<file path="config.mk">
export PLATFORM = sky130hd
export DESIGN_NAME = axi_master_wr
export DESIGN_NICKNAME = d
export VERILOG_FILES = /design/src/rtl/axi_master_wr.sv
export SDC_FILE = /design/constraint.sdc
export NUM_CORES = 1
export LEC_CHECK = 0
export BUFFER_PORTS_ARGS = -buffer_cell sky130_fd_sc_hd__buf_4
export CAP_MARGIN = 20
export CORE_AREA = 2 2 169 171
export CTS_CLUSTER_DIAMETER = 200
export DETAILED_ROUTE_END_ITERATION = 12
export DIE_AREA = 0 0 171 173
export PLACE_DENSITY = 0.55
export SETUP_SLACK_MARGIN = 0.3
export SLEW_MARGIN = 20
export SYNTH_ARGS = -nofsm -noshare
export SYNTH_HDL_FRONTEND = slang
export SYNTH_SLANG_ARGS = --single-unit
</file>
<file path="constraint.sdc">
create_clock -name clk -period 4.89 [get_ports clk]
set_clock_uncertainty 0.15 [all_clocks]
set_input_delay 0.7335 -clock clk [delete_from_list [all_inputs] [get_ports clk]]
set_output_delay 0.7335 -clock clk [all_outputs]
set_load 0.05 [all_outputs]
</file>
<file path="src/rtl/axi_master_wr.sv">
// Command-driven AXI4 write master: splits each (address, beat count) command into 4 KB-safe INCR bursts.
// Optional build macro AXI_MASTER_WR_TLAST_CHECK_EN enables the data-stream tlast consistency check (status bit 19).
module axi_master_wr #(
  parameter int AXI_DWIDTH  = 128,
  parameter int AXI_AWIDTH  = 32,
  parameter int AXI_IDWIDTH = 1,
  parameter int MAX_BURST   = 16
) (
  input  logic                     clk,
  input  logic                     rst,
  output logic [AXI_IDWIDTH-1:0]   m_axi_awid,
  output logic [AXI_AWIDTH-1:0]    m_axi_awaddr,
  output logic [7:0]               m_axi_awlen,
  output logic [2:0]               m_axi_awsize,
  output logic [1:0]               m_axi_awburst,
  output logic                     m_axi_awlock,
  output logic [3:0]               m_axi_awcache,
  output logic [2:0]               m_axi_awprot,
  output logic [3:0]               m_axi_awregion,
  output logic [3:0]               m_axi_awqos,
  output logic                     m_axi_awvalid,
  input  logic                     m_axi_awready,
  output logic [AXI_DWIDTH-1:0]    m_axi_wdata,
  output logic [AXI_DWIDTH/8-1:0]  m_axi_wstrb,
  output logic                     m_axi_wlast,
  output logic                     m_axi_wvalid,
  input  logic                     m_axi_wready,
  input  logic [AXI_IDWIDTH-1:0]   m_axi_bid,
  input  logic [1:0]               m_axi_bresp,
  input  logic                     m_axi_bvalid,
  output logic                     m_axi_bready,
  input  logic                     s_axis_cmd_tvalid,
  output logic                     s_axis_cmd_tready,
  input  logic [47:0]              s_axis_cmd_tdata,
  input  logic [AXI_DWIDTH-1:0]    s_axis_data_tdata,
  input  logic                     s_axis_data_tvalid,
  input  logic                     s_axis_data_tlast,
  output logic                     s_axis_data_tready,
  output logic                     m_axis_status_tvalid,
  input  logic                     m_axis_status_tready,
  output logic [31:0]              m_axis_status_tdata,
  output logic                     m_axis_status_tlast
);

  generate
    if (AXI_DWIDTH != 128) begin : g_bad_dwidth
      $error("axi_master_wr: AXI_DWIDTH must be 128");
    end
    if (AXI_AWIDTH != 32) begin : g_bad_awidth
      $error("axi_master_wr: AXI_AWIDTH must be 32");
    end
    if ((MAX_BURST < 1) || (MAX_BURST > 256) || ((MAX_BURST & (MAX_BURST - 1)) != 0)) begin : g_bad_burst
      $error("axi_master_wr: MAX_BURST must be a power of two in 1..256");
    end
  endgenerate

  localparam logic [16:0] MAX_BURST_L = 17'(MAX_BURST);

  typedef enum logic [2:0] {
    S_IDLE   = 3'd0,
    S_AW     = 3'd1,
    S_W      = 3'd2,
    S_B      = 3'd3,
    S_STATUS = 3'd4
  } state_t;

  state_t      state_r, state_s;
  logic [31:0] addr_r;
  logic [15:0] remaining_r;
  logic [15:0] beats_r;
  logic [8:0]  burst_len_r;
  logic [8:0]  beat_cnt_r;
  logic [1:0]  resp_r;
  logic        err_r;
  logic        tlast_err_r;

  logic        cmd_hs_s, w_hs_s, wlast_s, tlast_bad_s;
  logic [8:0]  room_s, len_s;
  logic [16:0] lim_s;

  // Beats left before the 4 KB page ends (1..256); burst length is the tightest of three limits.
  assign room_s = 9'd256 - {1'b0, addr_r[11:4]};
  assign lim_s  = ({1'b0, remaining_r} < MAX_BURST_L) ? {1'b0, remaining_r} : MAX_BURST_L;
  assign len_s  = (lim_s < {8'd0, room_s}) ? lim_s[8:0] : room_s;

  assign cmd_hs_s = s_axis_cmd_tvalid & s_axis_cmd_tready;
  assign w_hs_s   = m_axi_wvalid & m_axi_wready;
  assign wlast_s  = (beat_cnt_r == (burst_len_r - 9'd1));

`ifdef AXI_MASTER_WR_TLAST_CHECK_EN
  assign tlast_bad_s = s_axis_data_tlast != (wlast_s && (remaining_r == {7'd0, burst_len_r}));
`else
  assign tlast_bad_s = 1'b0;
  logic unused_tlast;
  assign unused_tlast = s_axis_data_tlast;
`endif

  logic unused_in;
  assign unused_in = ^{m_axi_bid, s_axis_cmd_tdata[3:0]};

  assign m_axi_awid     = {AXI_IDWIDTH{1'b0}};
  assign m_axi_awaddr   = addr_r;
  assign m_axi_awlen    = 8'(len_s - 9'd1);
  assign m_axi_awsize   = 3'b100;
  assign m_axi_awburst  = 2'b01;
  assign m_axi_awlock   = 1'b0;
  assign m_axi_awcache  = 4'b0011;
  assign m_axi_awprot   = 3'b000;
  assign m_axi_awregion = 4'b0000;
  assign m_axi_awqos    = 4'b0000;
  assign m_axi_awvalid  = (state_r == S_AW);

  assign m_axi_wdata        = s_axis_data_tdata;
  assign m_axi_wstrb        = {(AXI_DWIDTH/8){1'b1}};
  assign m_axi_wlast        = wlast_s;
  assign m_axi_wvalid       = (state_r == S_W) & s_axis_data_tvalid;
  assign s_axis_data_tready = (state_r == S_W) & m_axi_wready;
  assign m_axi_bready       = (state_r == S_B);

  // Gated by rst so the command port reports not-ready while reset is held.
  assign s_axis_cmd_tready    = (state_r == S_IDLE) & ~rst;
  assign m_axis_status_tvalid = (state_r == S_STATUS);
  assign m_axis_status_tlast  = (state_r == S_STATUS);
  assign m_axis_status_tdata  = {12'd0, tlast_err_r, err_r, resp_r, beats_r};

  // State register.
  always_ff @(posedge clk) begin
    if (rst) begin
      state_r <= S_IDLE;
    end else begin
      state_r <= state_s;
    end
  end

  // Next-state logic.
  always_comb begin
    state_s = state_r;
    case (state_r)
      S_IDLE: begin
        if (cmd_hs_s) begin
          state_s = (s_axis_cmd_tdata[47:32] == 16'd0) ? S_STATUS : S_AW;
        end else begin
          state_s = S_IDLE;
        end
      end
      S_AW: begin
        if (m_axi_awready) state_s = S_W;
        else               state_s = S_AW;
      end
      S_W: begin
        if (w_hs_s && wlast_s) state_s = S_B;
        else                   state_s = S_W;
      end
      S_B: begin
        if (m_axi_bvalid) state_s = (remaining_r != 16'd0) ? S_AW : S_STATUS;
        else              state_s = S_B;
      end
      S_STATUS: begin
        if (m_axis_status_tready) state_s = S_IDLE;
        else                      state_s = S_STATUS;
      end
      default: state_s = S_IDLE;
    endcase
  end

  // Command, burst and status bookkeeping.
  always_ff @(posedge clk) begin
    if (rst) begin
      addr_r      <= 32'd0;
      remaining_r <= 16'd0;
      beats_r     <= 16'd0;
      burst_len_r <= 9'd0;
      beat_cnt_r  <= 9'd0;
      resp_r      <= 2'b00;
      err_r       <= 1'b0;
      tlast_err_r <= 1'b0;
    end else begin
      case (state_r)
        S_IDLE: begin
          if (cmd_hs_s) begin
            addr_r      <= {s_axis_cmd_tdata[31:4], 4'b0000};
            remaining_r <= s_axis_cmd_tdata[47:32];
            beats_r     <= 16'd0;
            resp_r      <= 2'b00;
            err_r       <= 1'b0;
            tlast_err_r <= 1'b0;
          end
        end
        S_AW: begin
          if (m_axi_awready) begin
            burst_len_r <= len_s;
            beat_cnt_r  <= 9'd0;
          end
        end
        S_W: begin
          if (w_hs_s) begin
            beat_cnt_r <= beat_cnt_r + 9'd1;
            beats_r    <= beats_r + 16'd1;
            if (tlast_bad_s) tlast_err_r <= 1'b1;
            if (wlast_s) begin
              addr_r      <= addr_r + {19'd0, burst_len_r, 4'b0000};
              remaining_r <= remaining_r - {7'd0, burst_len_r};
            end
          end
        end
        S_B: begin
          // Only the first error response is kept; later ones leave it untouched.
          if (m_axi_bvalid && (m_axi_bresp != 2'b00) && !err_r) begin
            resp_r <= m_axi_bresp;
            err_r  <= 1'b1;
          end
        end
        default: begin
        end
      endcase
    end
  end

endmodule

</file>
## Word-level counts from Yosys, hierarchy flattened

Index checks and enable logic that the tools add are counted.

| word-level totals | value |
|---|---|
| input bits | 188 |
| bits in registers | 88 |
| output and inout bits | 246 |

| operators by class | value |
|---|---|
| equality and inequality tests | 10 |
| muxes and demuxes | 30 |
| add/sub/neg operators | 7 |
| reduce and logical (&&, ||, !) cells | 16 |
| bitwise logic cells | 6 |
| magnitude comparators | 2 |

Operator list:

| cell | count |
|---|---|
| two-way mux 16 bit | 6 |
| two-way mux 32 bit | 3 |
| case mux 16 bit (2 select lines) | 2 |
| case mux 32 bit (2 select lines) | 1 |
| adder 32 x 13 -> 32 bit | 1 |
| two-way mux 9 bit | 3 |
| case mux 9 bit (2 select lines) | 1 |
| adder 16 x 1 -> 16 bit, second input constant | 1 |
| zero test 16 bit | 1 |
| < comparator 16 x 5 -> 1 bit, second input constant | 1 |
| < comparator 16 x 9 -> 1 bit | 1 |
| nonzero test 16 bit | 1 |
| subtractor 16 x 9 -> 16 bit | 1 |
| two-way mux 3 bit | 5 |
| case mux 3 bit (5 select lines) | 1 |
| adder 9 x 1 -> 9 bit, second input constant | 1 |
| == test 9 bit | 1 |
| AND reduction 3 bit | 3 |
| subtractor 9 x 1 -> 9 bit, second input constant | 1 |
| subtractor 9 x 8 -> 9 bit, first input constant | 1 |
| nonzero test 2 bit | 4 |
| subtractor 8 x 1 -> 8 bit, second input constant | 1 |
| == test 3 x 2 -> 1 bit, second input constant | 2 |
| two-way mux 2 bit | 3 |
| other kinds (14) | 25 |

## Logic depth before layout (Yosys ltp)

Gate-level depths: netlist of run 1.

| logic depth | value |
|---|---|
| word-level depth | 6 |
| mapped depth | 16 |
| mapped depth without buffers | 16 |

## Worst setup path after synthesis of run 1

Ideal clock, no wire load.

| timing | value |
|---|---|
| path kind | reg-to-output |
| start | register addr_r[6], in the netlist m_axi_awaddr[6] |
| end | output m_axi_awlen[4] |
| data required time | 4.007 ns |
| path slack | -1.209 ns |
| arrival time | 5.215 ns |
| path buffers | 0 |
| cell stages (with the launch flop) | 16 |
| cells stage by stage | dfxtp_1 or3_1 or2_1 nor4_1 xor2_1 ha_1 nand2_1 nor2_1 o2111ai_1 o211ai_4 mux2i_1 ha_1 or4b_1 o21ai_0 nor2_1 a21oi_1 |

| between the ends | value |
|---|---|
| longest elaborated chain between the ends | 4 |

RTL lines:

| element | RTL line | RTL |
|---|---|---|
| start: declaration | 68 | `logic [31:0] addr_r;` |
| start signal: assignment | 181 | `addr_r <= {s_axis_cmd_tdata[31:4], 4'b0000};` |
| start signal: assignment | 201 | `addr_r <= addr_r + {19'd0, burst_len_r, 4'b0000};` |
| subtractor 9 x 8 -> 9 bit (*) | 82 | `assign room_s = 9'd256 - {1'b0, addr_r[11:4]};` |
| < comparator 16 x 9 -> 1 bit | 84 | `assign len_s = (lim_s < {8'd0, room_s}) ? lim_s[8:0] : room_s;` |
| two-way mux 9 bit (*) | 84 |  |
| subtractor 8 x 1 -> 8 bit (*) | 103 | `assign m_axi_awlen = 8'(len_s - 9'd1);` |
| end: declaration | 13 | `output logic [7:0] m_axi_awlen,` |

Every way passes the cells marked *; elsewhere a longest branch is shown, timed or not.

## Final worst setup path of run 1

Same ends and word-level chain as after synthesis.

==> results of run 1 <==
cell usage in the layout (no fill, tap or decap), drive strengths merged, types with 4 or more instances in the layout:
cell type  netlist  final
or3              9      9
o31ai            4      4
a21oi           61     61
nand2b           7      7
dfxtp           84     84
clkbuf          27     10
xnor2           17     17
o41ai            4      4
nor4            11     11
buf            197    140
a311oi           6      6
xor2            34     34
nor2            88     88
nand3           24     24
a211o            5      5
nor3            23     23
o22ai            8      8
nand4           11     11
o21bai           4      4
inv             30     31
a31oi            6      6
a211oi          33     33
o211ai           5      5
conb             2     59
o21ai           38     38
ha              30     30
nor3b            4      4
and2             7      7
o21a            10     10
a221oi           5      5
a21o            10     10
mux2i            5      5
nand2           76     76
and3            12     12
nor2b           13     13
cells by family (layout without fill, tap and decap cells):
family,count (synthesis),in the layout
buffers and inverters,254,186
other,2,59
AO/OA/AOI/OAI,220,220
XOR/XNOR,51,51
flip-flops,84,84
adder cells (fa/ha/maj),32,32
multiplexers,7,7
AND/OR/NAND/NOR,299,299
worst reg2reg max path, cell delays in order (launching register included):
cell	delay, ns
sky130_fd_sc_hd__dfxtp_1	0.56
sky130_fd_sc_hd__inv_1	0.20
sky130_fd_sc_hd__ha_1	0.35
sky130_fd_sc_hd__nor2b_1	0.18
sky130_fd_sc_hd__or3_1	0.34
sky130_fd_sc_hd__a31o_1	0.25
sky130_fd_sc_hd__nor4_4	0.40
sky130_fd_sc_hd__a21o_2	0.37
sky130_fd_sc_hd__buf_4	0.33
sky130_fd_sc_hd__nor2_1	0.08
sky130_fd_sc_hd__a311oi_1	0.41
metrics by stage:
| step | instance area (µm²) | total power (µW) |
|---|---|---|
| floorplan | 7536 | 1744 |
| global placement | 7448 | 1676 |
| detailed placement | 7448 | 1680 |
| CTS | 7840 | 2451 |
| global route | 7848 | 2559 |
| finish | 7848 | 2426 |
worst paths after layout:
| path | from | end | slack (ns) | depth (start not counted) |
|---|---|---|---|---|
| min reg2reg | resp_r[1]$_SDFFE_PP0P_ | resp_r[1]$_SDFFE_PP0P_ | 0.32 | 2 |
| min | resp_r[1]$_SDFFE_PP0P_ | resp_r[1]$_SDFFE_PP0P_ | 0.32 | 2 |
| max reg2reg | burst_len_r[1]$_SDFFE_PP0P_ | m_axi_awaddr[10]$_SDFFE_PP0P_ | 1.16 | 10 |
| max | m_axi_awaddr[6]$_SDFFE_PP0P_ | m_axi_awlen[4] | 0.07 | 16 |
per-layer routing:
metal / wire, µm / vias to the layer above / GRT usage [%]
met5: 0 / - / 0
met4: 651 / 0 / 6.568
met3: 1203 / 59 / 2.976
met2: 9825 / 196 / 23.24
met1: 9014 / 2841 / 16.93
li1: - / 3055 / -
power breakdown:
part | switching [µW] | internal (µW) | leakage [µW] | total [µW]
combinational | 605 | 330 | 0.00239 | 935
sequential | 43.9 | 716 | 0.000687 | 759
clock | 317 | 415 | 0.000143 | 732
area by class of cell:
class | instances | share of cell area, %
clock inverters | 6 | 0.9247
well taps | 378 | 6.027
repair buffers | 140 | 13.49
flip-flops and latches | 84 | 21.57
clock buffers | 10 | 3.045
inverters | 30 | 1.435
multi-input cells | 668 | 53.51
timing repair:
item                       CTS  global route
setup endpoints to repair    2             3
gates resized for setup      6             3
buffers inserted             7             0
pin swaps                    4             3
registers in the layout, summed over array words and instances (netlist names):
name,count
remaining_r,16
beats_r,16
state_r,3
m_axi_awaddr,28
resp_r,2
burst_len_r,9
beat_cnt_r,9
err_r,1
==> metrics.md, run 1 <==
| Metric | Value |
|---|---|
| Synthesis-stage register bit count | 84 |
| I/O pin count | 434 |
| Cell with the largest stage delay on the worst path | sky130_fd_sc_hd__or4b_4 |
| Global-route wire length before repair | 32.57 mm |
| Cell leakage power | 0.003222 µW |
| # setup viols final | 0 |
| Post-synth EDFFs | 0 |
| Total global-route track usage | 13.92% |
| Vias in the first global route | 5,861 |
| Wire length after detailed routing | 20.69 mm |
| H-tree depth | 3 |
| Final instance count without filler cells | 1,316 |
| Run status | finished clean |
| Floorplan core area | 27,630 µm² |
| Average cell area after synthesis | 7.632 µm² |
| Die Width | 171 µm |
| Nature of the critical path endpoint | output port |
| Highest fanout seen on the critical path | 4 |
| Post-detailed-route count of antenna-violating nets | 0 |
| Most used flip-flop cell after synthesis | sky130_fd_sc_hd__dfxtp_1 |
| Maximum achievable frequency | 0.2077 GHz |
| Final setup margin | 0.07423 ns |
| Simple-gate portion of the synthesized area | 20.25% |
| HPWL after detailed placement | 15.70 mm |
| Worst-Skew Late Latency | 0.35 ns |
| Pin count of the biggest net entering global routing | 67 |
| Worst-path cell chain | or3_4 -> or2_4 -> nor4_2 -> xor2_1 -> ha_1 -> nand2_1 -> nor2_2 -> o2111ai_2 -> o211ai_4 -> mux2i_4 -> ha_4 -> or4b_4 -> o21ai_0 -> nor2_1 -> a21oi_4 -> buf_6 |
| Total Negative Setup Slacks | 0 ns |
| Number of input and output port buffers inserted | 116 |
| Final #Nets | 1,153 |
| Post-synthesis cell area | 7243 µm² |
| Xor/xnor share of the synthesized area | 6.167% |
| Die Outline Area | 29,580 µm² |
| Synth warnings | 0 |
| Post-synthesis cell type with the largest combined area | sky130_fd_sc_hd__dfxtp_1 |
| Maximum vdd ir drop | 0.0001576 V |
| Post-Synth Adder-Cell Area | 5.735% |
| Via count | 6,151 |
| Area occupied by multi-input gates | 4199 µm² |
| Startpoint class of the critical path | flop |
| Crit Path Category | flop to output port |
| Main combinational cell family by area after synthesis | buffers and inverters |
| Pwr per Cell Area | 309.1 nW/µm² |
| Synth top area share | 23.22% |
| Average via count per standard cell | 4.674 |
| Clock input transition at the sequential cells of the worst setup and hold paths | 0.07 ns |
| Clock tree from TritonCTS | done |
| Worst stage delay on the critical path | 0.47 ns |
| Number of instances in the synthesized netlist | 949 |
| Min Clock Period, post-route | 4.816 ns |
| Final number of max-transition violations | 0 |
| Multiplexer area fraction after synthesis | 1.002% |
| Clock sink count | 84 |
| Dominant cells by area after synthesis | sky130_fd_sc_hd__dfxtp_1 (23%), sky130_fd_sc_hd__buf_4 (20%), sky130_fd_sc_hd__ha_1 (5.2%) |
| Mean routed wirelength per cell | 15.72 µm |
| Synth cell count leaders | sky130_fd_sc_hd__buf_4 (189), sky130_fd_sc_hd__nor2_1 (88), sky130_fd_sc_hd__dfxtp_1 (84) |
| RSZ-0062 raised after global routing | true |
| Post-route DRC violation count | 0 |
| Data required time at the worst endpoint | 4.01 ns |
| Initial core utilization | 26.22% |
| Longest Clk Path Bufs | 2 |
| Fraction of the yosys area taken by sequential cells | 23.22% |
| Cell family contributing the most delay on the critical path | simple AND/OR/NAND/NOR gates |
| Fraction of synthesis flops using an asynchronous set or reset pin | 0% |
| Buffer cell driving the clock tree root | sky130_fd_sc_hd__clkbuf_16 |
| Syn-to-layout area delta | 8.343% |
| Number of hold violations in the final report | 0 |
| Core Rows | 61 |
| ANT cells | 0 |
| Total placed cells including tap cells | 1,293 |
| Slew at the pin closest to its max-slew limit | 0.9569 ns |
| CP arrival | 3.93 ns |
| Compound-Gate Fraction of Synth Area | 20.37% |
| Number of buffers created by CTS | 9 |
| Number of antenna violations at the first check in global routing | 0 |
| Ratio of cells with drive above 1 in the final layout | 20.26% |
| Number of DRC markers after the initial detailed-route iteration | 289 |
| Maximum Capacitance Violations | 0 |
| Worst hold slack after final layout | 0.3210 ns |
| Worst min-delay path class | flop to flop |
| Worst-case setup slack after placement | 0.1920 ns |
| Utilization of the core after routing | 28.40% |
| Number of filler instances in the final layout | 3,033 |
| Number of hold-repair buffers added at the cts stage | 0 |
| Number of search-and-repair iterations in the first detailed-routing pass | 5 |
| Final estimated routing congestion in global placement | 0.8087 |
| Most frequently used cell type in the post-synthesis netlist | sky130_fd_sc_hd__buf_4 |
| Fin crit share | 98.48% |
| Area taken by flip-flops and latches | 1693 µm² |
| Count of cell types in the netlist | 72 |
| GR Overflow Total | 0 |
| Die H | 173 µm |
| Total buffers and inverters traversed by the critical path | 1 |
| Normalized max-slew margin | 36.21% |
Note: power is estimated with default switching activity, not from simulation.
==> inputs of run 2 (changes only) <==
--- a/config.mk
+++ b/config.mk
@@ -11,6 +11,7 @@
 export CTS_CLUSTER_DIAMETER = 200
 export DETAILED_ROUTE_END_ITERATION = 12
 export DIE_AREA = 0 0 171 173
+export MAX_ROUTING_LAYER = met4
 export PLACE_DENSITY = 0.55
 export SETUP_SLACK_MARGIN = 0.3
 export SLEW_MARGIN = 20
==> run 2 against run 1 <==
  * Via count is 0.50% higher
  * Critical path depth stayed put
  * Power is 0.16% lower
  * Count of clock-buffer cells in the layout stayed put
==> metrics.md, run 2 (same netlist as run 1, synthesis figures left out) <==
| Metric | Value |
|---|---|
| Gr busiest metal | met2 |
| Number of hold violations in the final report | 0 (unchanged) |
| Number of filler instances in the final layout | 3,033 (unchanged) |
| Via count | 6,182 (+0.50%) |
| Data required time at the worst endpoint | 4.01 ns (about the same) |
| Clock tree from TritonCTS | done |
| Int Power | 1460 µW (about the same) |
| Maximum vdd ir drop | 0.0001581 V (+0.29%) |
| Max FFs per register | 28 (unchanged) |
| GRT met3 Usage | 2.815% (-0.16 points) |
| Buffer cell driving the clock tree root | sky130_fd_sc_hd__clkbuf_16 |
| Die H | 173 µm (unchanged) |
| Highest fanout seen on the critical path | 4 (unchanged) |
| ANT cells | 0 (unchanged) |
| Slew at the pin closest to its max-slew limit | 0.9633 ns (+0.006415 ns) |
| Final number of max-transition violations | 0 (unchanged) |
| Die Width | 171 µm (unchanged) |
| Final estimated routing congestion in global placement | 0.8206 (+1.5%) |
| # setup viols final | 0 (unchanged) |
| GR Layer Usage met2 | 23.27% (+0.034 points) |
| Mean routed wirelength per cell | 15.74 µm (about the same) |
| Maximum Capacitance Violations | 0 (unchanged) |
| H-tree depth | 3 (unchanged) |
| Post-detailed-route count of antenna-violating nets | 0 (unchanged) |
| Post-route DRC violation count | 0 (unchanged) |
| Most common cell after layout, fill and taps aside | sky130_fd_sc_hd__buf_4 |
| Wire length after detailed routing | 20.71 mm (about the same) |
| Number of DRC markers after the initial detailed-route iteration | 316 (+9.3%) |
| Pwr per Cell Area | 308.6 nW/µm² (-0.16%) |
| Switching share of power | 39.71% (-0.095 points) |
| Number of input and output port buffers inserted | 116 (unchanged) |
| Core Rows | 61 (unchanged) |
| Commonest cells after routing, fill and taps aside | sky130_fd_sc_hd__buf_4 (138), sky130_fd_sc_hd__nor2_1 (87), sky130_fd_sc_hd__dfxtp_1 (79) |
| Area occupied by multi-input gates | 4199 µm² (unchanged) |
| Normalized max-slew margin | 35.78% (-0.43 points) |
| Maximum achievable frequency | 0.2076 GHz (about the same) |
| Total Power | 2422 µW (-0.16%) |
| Longest Clk Path Bufs | 2 (unchanged) |
| Standard cell area after detailed placement | 7448 µm² (unchanged) |
| Reg2reg setup slack | 1.18 ns (+0.02 ns) |
| Initial core utilization | 26.22% (unchanged) |
| CP arrival | 3.93 ns (about the same) |
| Vias in the first global route | 5,853 (-0.14%) |
| Worst min-delay path class | flop to flop |
| Clock input transition at the sequential cells of the worst setup and hold paths | 0.07 ns (about the same) |
| Average via count per standard cell | 4.698 (+0.50%) |
| Worst-Skew Late Latency | 0.35 ns (about the same) |
| Floorplan core area | 27,630 µm² (unchanged) |
| GR Overflow Total | 0 (unchanged) |
| Startpoint class of the critical path | flop |
| Share of power burned in registers | 31.4% (about the same) |
| Clock sink count | 84 (unchanged) |
| Net Sw Power | 961.9 µW (-0.40%) |
| Total global-route track usage | 14.32% (+0.40 points) |
| Crit Path Category | flop to output port |
| Met1 Use GR | 17.00% (+0.070 points) |
| HPWL after detailed placement | 15.70 mm (unchanged) |
| Cell leakage power | 0.003222 µW (unchanged) |
| Run status | finished clean |
| Logic pwr share | 38.6% (about the same) |
| Nature of the critical path endpoint | output port |
| Proportion of power drawn by the clock network | 30.0% (-0.2 points) |
| Fin crit share | 98.50% (about the same) |
| Ratio of cells with drive above 1 in the final layout | 20.26% (unchanged) |
| Final standard cell area without fillers | 7848 µm² (unchanged) |
| Die Outline Area | 29,580 µm² (unchanged) |
| Number of antenna violations at the first check in global routing | 0 (unchanged) |
| I/O pin count | 434 (unchanged) |
| Syn-to-layout area delta | 8.343% (unchanged) |
| Global-route wire length before repair | 32.52 mm (-0.15%) |
| Number of hold-repair buffers added at the cts stage | 0 (unchanged) |
| Number of buffers created by CTS | 9 (unchanged) |
| RSZ-0062 raised after global routing | true |
| Final #Nets | 1,153 (unchanged) |
| Min Clock Period, post-route | 4.817 ns (+0.0009326 ns) |
| Pin count of the biggest net entering global routing | 67 (unchanged) |
| Area taken by flip-flops and latches | 1693 µm² (unchanged) |
| Number of search-and-repair iterations in the first detailed-routing pass | 5 (unchanged) |
[run 2: cell counts in the layout (fill, tap and decap cells not counted)]
Identical to the previous run, type by type.
[run 2: power groups by stage]
| stage | logic, µW | clock network (µW) | registers (µW) |
|---|---|---|---|
| 2_1_floorplan | 921 | 0 | 822 |
| 3_3_place_gp | 900 | 0 | 776 |
| 3_5_place_dp | 904 | 0 | 777 |
| 4_1_cts | 935 | 757 | 759 |
| 5_1_grt | 1010 | 778 | 766 |
| 6_report | 935 | 728 | 760 |
[run 2: path summary, 6_finish.rpt]
check                          startpoint                             to  depth (start not counted)
max reg2reg   burst_len_r[1]$_SDFFE_PP0P_  m_axi_awaddr[10]$_SDFFE_PP0P_                         10
max          m_axi_awaddr[6]$_SDFFE_PP0P_                 m_axi_awlen[4]                         16
min                resp_r[1]$_SDFFE_PP0P_         resp_r[1]$_SDFFE_PP0P_                          2
min reg2reg        resp_r[1]$_SDFFE_PP0P_         resp_r[1]$_SDFFE_PP0P_                          2
[run 2: cell type report]
class                           count  area share [%]
Clock inverter                      6          0.9247
Timing Repair Buffer              140           13.49
Inverter                           30           1.435
Sequential cell                    84           21.57
Multi-Input combinational cell    668           53.51
Tap cell                          378           6.027
Clock buffer                       10           3.045
[run 2: layer usage]
metal  part of all wire (%)  vias to the layer above  wire, µm
met4                    3.0                        0       627
met2                     48                      199      9878
met5                      0                        -         0
met3                    5.7                       59      1178
li1                       -                     3054         -
met1                     44                     2870      9029
[run 2: what timing repair did]
action                     in CTS  in global routing
pin swaps                       4                  3
setup endpoints to repair       2                  3
buffers inserted                7                  0
gates resized for setup         6                  3
[run 2: stage by stage]
stage	TNS (ns)	hold slack [ns]	setup slack, ns	utilization (%)	std cells
final	0	0.3209	0.07330	28.40	1316
after floorplan	-0.03076	0.2992	-0.03076	-	1006
after global routing	-0.1604	0.3492	-0.1365	28.40	1316
after global placement	0	0.3073	0.2329	26.96	1293
after detailed placement	0	0.3136	0.1920	26.96	1293
after CTS	0	0.3227	0.01954	28.38	1316
[run 2: worst max-delay path: stages, from the launching register on]
cell and delay [ns]:
sky130_fd_sc_hd__dfxtp_4 0.34, sky130_fd_sc_hd__or3_4 0.37, sky130_fd_sc_hd__or2_4 0.24, sky130_fd_sc_hd__nor4_2 0.16, sky130_fd_sc_hd__xor2_1 0.22, sky130_fd_sc_hd__ha_1 0.17, sky130_fd_sc_hd__nand2_1 0.06, sky130_fd_sc_hd__nor2_2 0.14
sky130_fd_sc_hd__o2111ai_2 0.16, sky130_fd_sc_hd__o211ai_4 0.30, sky130_fd_sc_hd__mux2i_4 0.33, sky130_fd_sc_hd__ha_4 0.16, sky130_fd_sc_hd__or4b_4 0.47, sky130_fd_sc_hd__o21ai_0 0.10, sky130_fd_sc_hd__nor2_1 0.08, sky130_fd_sc_hd__a21oi_4 0.13
sky130_fd_sc_hd__buf_6 0.17
